`src/rtl/rvfi_retire_sequencer.sv`:
```
// Collects up to NRET RVFI memory retirements per cycle into a circular buffer and
// replays them one per handshake, in retirement order. Define RVFI_SEQ_ORDER_CHECK_EN to add order tracking.
module rvfi_retire_sequencer #(
  parameter int NRET  = 2,
  parameter int XLEN  = 32,
  parameter int DEPTH = 8
) (
  input  logic                     clk,
  input  logic                     resetn,
  input  logic [NRET-1:0]          in_valid,
  input  logic [NRET*64-1:0]       in_order,
  input  logic [NRET*XLEN-1:0]     in_mem_addr,
  input  logic [NRET*XLEN/8-1:0]   in_mem_rmask,
  input  logic [NRET*XLEN/8-1:0]   in_mem_wmask,
  input  logic [NRET*XLEN-1:0]     in_mem_rdata,
  input  logic [NRET*XLEN-1:0]     in_mem_wdata,
  output logic                     in_ready,
  output logic                     out_valid,
  input  logic                     out_ready,
  output logic [63:0]              out_order,
  output logic [XLEN-1:0]          out_mem_addr,
  output logic [XLEN/8-1:0]        out_mem_rmask,
  output logic [XLEN/8-1:0]        out_mem_wmask,
  output logic [XLEN-1:0]          out_mem_rdata,
  output logic [XLEN-1:0]          out_mem_wdata,
  output logic                     overflow,
  output logic                     order_err
);

  localparam int PTR_W  = $clog2(DEPTH);
  localparam int CNT_W  = PTR_W + 1;
  localparam int MASK_W = XLEN / 8;
  localparam logic [CNT_W-1:0] DEPTH_C = CNT_W'(DEPTH);
  localparam logic [CNT_W-1:0] NRET_C  = CNT_W'(NRET);

  typedef struct packed {
    logic [63:0]       order;
    logic [XLEN-1:0]   addr;
    logic [MASK_W-1:0] rmask;
    logic [MASK_W-1:0] wmask;
    logic [XLEN-1:0]   rdata;
    logic [XLEN-1:0]   wdata;
  } entry_t;

  entry_t mem [DEPTH];
  entry_t in_entry [NRET];
  logic [PTR_W-1:0] slot [NRET];

  logic [PTR_W-1:0] wr_ptr_q, wr_ptr_d, rd_ptr_q, rd_ptr_d;
  logic [CNT_W-1:0] count_q, count_d;
  logic [CNT_W-1:0] free_cnt, n_push;
  logic             overflow_q, overflow_d;
  logic             accept, pop;

  always_comb begin
    for (int i = 0; i < NRET; i++) begin
      in_entry[i].order = in_order[i*64 +: 64];
      in_entry[i].addr  = in_mem_addr[i*XLEN +: XLEN];
      in_entry[i].rmask = in_mem_rmask[i*MASK_W +: MASK_W];
      in_entry[i].wmask = in_mem_wmask[i*MASK_W +: MASK_W];
      in_entry[i].rdata = in_mem_rdata[i*XLEN +: XLEN];
      in_entry[i].wdata = in_mem_wdata[i*XLEN +: XLEN];
    end
  end

  // NOTE: every variable in always_comb gets a value on every path, so no latch is inferred.
  always_comb begin
    n_push = '0;
    // Valid channels are packed into consecutive slots in ascending channel order.
    for (int i = 0; i < NRET; i++) begin
      slot[i] = wr_ptr_q + n_push[PTR_W-1:0];
      if (in_valid[i]) n_push = n_push + CNT_W'(1);
    end
    free_cnt   = DEPTH_C - count_q;
    pop        = out_valid && out_ready;
    accept     = (n_push <= free_cnt);
    wr_ptr_d   = accept ? wr_ptr_q + n_push[PTR_W-1:0] : wr_ptr_q;
    rd_ptr_d   = rd_ptr_q + PTR_W'(pop);
    count_d    = count_q + (accept ? n_push : '0) - CNT_W'(pop);
    overflow_d = overflow_q | ~accept;
  end

  // NOTE: sequential state is assigned with <= so every flop samples pre-edge values.
  always_ff @(posedge clk or negedge resetn) begin
    if (!resetn) begin
      wr_ptr_q   <= '0;
      rd_ptr_q   <= '0;
      count_q    <= '0;
      overflow_q <= 1'b0;
    end else begin
      wr_ptr_q   <= wr_ptr_d;
      rd_ptr_q   <= rd_ptr_d;
      count_q    <= count_d;
      overflow_q <= overflow_d;
    end
  end

  // NOTE: storage has no reset; its contents are only observed while out_valid is high.
  always_ff @(posedge clk) begin
    for (int i = 0; i < NRET; i++) begin
      if (accept && in_valid[i]) mem[slot[i]] <= in_entry[i];
    end
  end

  assign in_ready      = (free_cnt >= NRET_C);
  assign out_valid     = (count_q != '0);
  assign overflow      = overflow_q;
  assign out_order     = mem[rd_ptr_q].order;
  assign out_mem_addr  = mem[rd_ptr_q].addr;
  assign out_mem_rmask = mem[rd_ptr_q].rmask;
  assign out_mem_wmask = mem[rd_ptr_q].wmask;
  assign out_mem_rdata = mem[rd_ptr_q].rdata;
  assign out_mem_wdata = mem[rd_ptr_q].wdata;

`ifdef RVFI_SEQ_ORDER_CHECK_EN
  logic        seen_q, seen_d;
  logic        order_err_q, order_err_d;
  logic [63:0] exp_order_q, exp_order_d;

  // The first pop after reset only seeds the expected value.
  always_comb begin
    seen_d      = seen_q;
    order_err_d = order_err_q;
    exp_order_d = exp_order_q;
    if (pop) begin
      seen_d      = 1'b1;
      exp_order_d = out_order + 64'd1;
      if (seen_q && (out_order != exp_order_q)) order_err_d = 1'b1;
    end
  end

  always_ff @(posedge clk or negedge resetn) begin
    if (!resetn) begin
      seen_q      <= 1'b0;
      order_err_q <= 1'b0;
      exp_order_q <= '0;
    end else begin
      seen_q      <= seen_d;
      order_err_q <= order_err_d;
      exp_order_q <= exp_order_d;
    end
  end

  assign order_err = order_err_q;
`else
  assign order_err = 1'b0;
`endif

endmodule
```
`config.mk`:
```
export PLATFORM = sky130hd
export DESIGN_NAME = rvfi_retire_sequencer
export DESIGN_NICKNAME = d
export VERILOG_FILES = /design/src/rtl/rvfi_retire_sequencer.sv
export SDC_FILE = /design/constraint.sdc
export NUM_CORES = 2
export LEC_CHECK = 0
export CAP_MARGIN = 20
export CORE_MARGIN = 1.5
export CORE_UTILIZATION = 59
export DETAILED_ROUTE_END_ITERATION = 10
export MAX_ROUTING_LAYER = met4
export PLACE_DENSITY = 0.8
export SLEW_MARGIN = 20
export SYNTH_ARGS = -nofsm -noshare
export SYNTH_HDL_FRONTEND = slang
export SYNTH_SLANG_ARGS = --single-unit
```
`constraint.sdc`:
```
create_clock -name clk -period 24.7 [get_ports clk]
set_input_delay 2.47 -clock clk [delete_from_list [all_inputs] [get_ports clk]]
set_output_delay 2.47 -clock clk [all_outputs]
set_load 0.1 [all_outputs]
```
==> key figures <==
Global route
  • GR Layer Usage met1: around two fifths
  • Met2 Track Usage GR: between 40% and 50%
  • Largest net degree at the start of global routing: between 100 and 150
  • Met3 usage: 7.938%
  • First-pass GRT wire length: 248.3 mm
  • Antenna violations before repair: 56
  • GRT Overall Usage: 30.13%
  • Gr busiest metal: met2
  • Vias in the first global route: 38.26k
  • GRT Residual Overflow: 0

Logic synthesis
  • Post-Syn Area: 0.06722 sq mm
  • Synth top area cells: edfxtp_1, mux2_2, mux4_2, mux2_1, buf_2
  • Area leader, netlist: edfxtp_1
  • Avg Inst Size Synth: 19.02 sq um
  • Post-synthesis cell type count: 35
  • Cells after Synth: between 3k and 4k
  • Sequential element share of the synthesized area: 60.45%
  • Asr flop ratio synth: 0.8118%
  • Main synth FF type: edfxtp_1
  • Ys Warns: 0
  • Post-Syn Nets: 3893
  • #FFs+latches synth: 1355
  • Number of synthesized flops with an enable pin: between 1k and 1.5k
  • Synth top area share: ~60%

Clock network
  • CTS tree: built
  • Count of hold buffers inserted by post-cts repair: 0
  • CTS Buffer Depth: 3
  • CTS Sinks: 1355
  • CTS root buffer: clkbuf_16
  • CTS Buf Count: between 100 and 150
  • H-Tree Depth: 4
  • Clk Latency, worst-skew pair: ~0.75 ns
  • Setup Buffers After CTS: 0
  • # resized after CTS: 0
  • Clock transition at path regs: 0.06 ns

Critical path
  • Worst Path Required: roughly 22 ns
  • Worst path buffer plus inverter count: 5
  • Crit Path Class: flip-flop to output port
  • Setup crit end kind: output port
  • Worst path top cell family by delay: buffers and inverters
  • Crit Path Max Fanout: 48
  • Worst path arrival time: between 6 and 7 ns
  • Worst Setup Start Kind: flip-flop
  • Worst path max stage delay: 1.06 ns
  • Worst path slowest cell: clkdlybuf4s50_1
  • Cell Chain, Critical Path: buf_4 > buf_4 > buf_4 > buf_4 > mux4_2 > mux2_2 > clkdlybuf4s50_1
  • CP most frequent cell: buf_4

Placement
  • Post-DP HPWL: 87.39 mm
  • Place WS: 16.07 ns
  • Input/output buffers: ~510
  • RePlAce Congestion: 0.8006

Floorplanning
  • Initial Util: 59.59%
  • Die ar.: 0.1160 sq mm
  • Rows: 123
  • Io pins: between 500 and 600
  • Core Area: between 0.1 and 0.15 sq mm
  • Die H: roughly 340 um
  • Die width: 340.5 um

Finish
  • Share of layout cells above drive strength 1: 48.93%
  • Area grow syn2layout: 16.16%
  • # fillers: 7207
  • Layout net count: 4373

Timing
  • Slew Limit Fails: 0
  • Tightest Pin Transition: between 1 and 1.5 ns
  • RSZ-0062 raised after global routing: no
  • Final worst-path cycle share: 37.28%
  • Clock skew: roughly 0.023 ns
  • TNS Setup: 0 ns
  • Final hold violations: 0
  • Tmin final: 9.207 ns
  • Min setup slack post-route: about 15 ns
  • Final setup violating endpoints: 0
  • Slew headroom: 17.23%
  • Maximum clock rate: roughly 110 MHz

Routing
  • WL per Instance: approximately 30 um
  • DRC errors left: 0
  • DRT iter0 DRCs: 3383
  • Post-detailed-route via-to-cell ratio: 6.409
  • DRT Wirelength: 170.0 mm
  • Final ANT Viol Nets: 0
  • Via count: 36.42k
  • Detailed Routing Iterations Pass 1: 6

Run status
  • Status: finished clean

Run
  • Max-Cap Viols: 0

Min path
  • Worst Hold Class: flip-flop to flip-flop
-- Yosys cell counts, drive strengths merged (2+ instances only) --
library cell,number
fa,2
dfrtp,11
inv,13
o31ai,2
xnor2,3
clkbuf,53
nor2,7
or3,2
nand2,6
mux4,336
nand3b,2
o21ai,9
ha,16
buf,190
nand3,2
nor3b,2
edfxtp,1344
mux2,1514
nand2b,2
xor2,3
o41ai,6
o211ai,2
-- cell families (layout without fill, tap and decap cells) --
kind of cell,after synthesis,in the layout,synth area share [%]
flops,1355,1355,60.45
compound gates,22,22,0.2866
fa+ha+maj,18,18,0.3574
other cells,1,57,0.005579
mux,1850,1850,36.62
buf+inv,256,848,2.008
simple gates,26,26,0.1973
xor+xnor,6,6,0.07819
-- final cells by class --
cell class | count | area (sq um) | area share [%]
flip-flops and latches | 1355 | 40650 | 52.05
well taps | 1500 | 1877 | 2.404
clock buffers | 177 | 3812 | 4.882
repair buffers | 577 | 5713 | 7.316
clock inverters | 81 | 493.0 | 0.6313
multi-input cells | 1923 | 25360 | 32.47
diodes | 56 | 140.1 | 0.1795
inverters | 13 | 48.80 | 0.06249
-- stage by stage --
| stage | hold slack, ns | std cells | utilization, % | instance area [sq um] |
|---|---|---|---|---|
| after floorplan | 0.4765 | 3534 | - | 67220 |
| after global placement | 0.4525 | 5368 | 65.29 | 73650 |
| after detailed placement | 0.4534 | 5368 | 65.29 | 73650 |
| after CTS | 0.4737 | 5626 | 69.10 | 77950 |
| after global routing | 0.4999 | 5682 | 69.22 | 78080 |
| final | 0.4732 | 5682 | 69.22 | 78080 |
-- per-layer routing --
layer | part of all wire (%) | up-vias
met4 | 2.5 | 0
met2 | 48 | 1525
met5 | 0 | -
li1 | - | 15658
met1 | 40 | 18995
met3 | 9.2 | 240
-- sequential cells by signal (all words and copies together) (netlist names) --
register	count
mem	1344
rd_ptr_q	3
wr_ptr_q	3
count_q	4
overflow	1
-- final timing paths --
kind / depth (start not counted) / startpoint / slack, ns / to
setup / recovery: 7 / rd_ptr_q[0] / 15.49 / out_mem_addr[24]
hold / removal: 1 / overflow / 0.47 / overflow
setup reg to reg: 13 / count_q[0] / 19.03 / mem[0][106]
hold reg to reg: 1 / overflow / 0.47 / overflow
max in group asynchronous: 1 / resetn / 22.12 / rd_ptr_q[2]
min in group asynchronous: 1 / resetn / 2.11 / count_q[0]
-- cell usage in the layout (no fill, tap or decap), types with 4 or more instances in the layout --
cell type | synthesis | layout
buf_12 | 0 | 9
buf_4 | 46 | 56
bufinv_16 | 0 | 4
clkbuf_1 | 53 | 29
clkbuf_16 | 0 | 148
clkdlybuf4s50_1 | 0 | 507
clkinv_1 | 0 | 40
clkinv_2 | 0 | 28
dfrtp_1 | 11 | 8
diode_2 | 0 | 56
edfxtp_1 | 1344 | 1344
ha_1 | 16 | 16
inv_1 | 13 | 13
inv_6 | 0 | 5
mux2_1 | 110 | 110
mux2_2 | 1404 | 1404
mux4_2 | 336 | 336
nand2_1 | 6 | 6
nor2_1 | 7 | 7
o21ai_4 | 0 | 6
o41ai_2 | 0 | 6
Power is not shown: default switching activity piles up to over one toggle a cycle in this logic, so the estimate is an artifact.
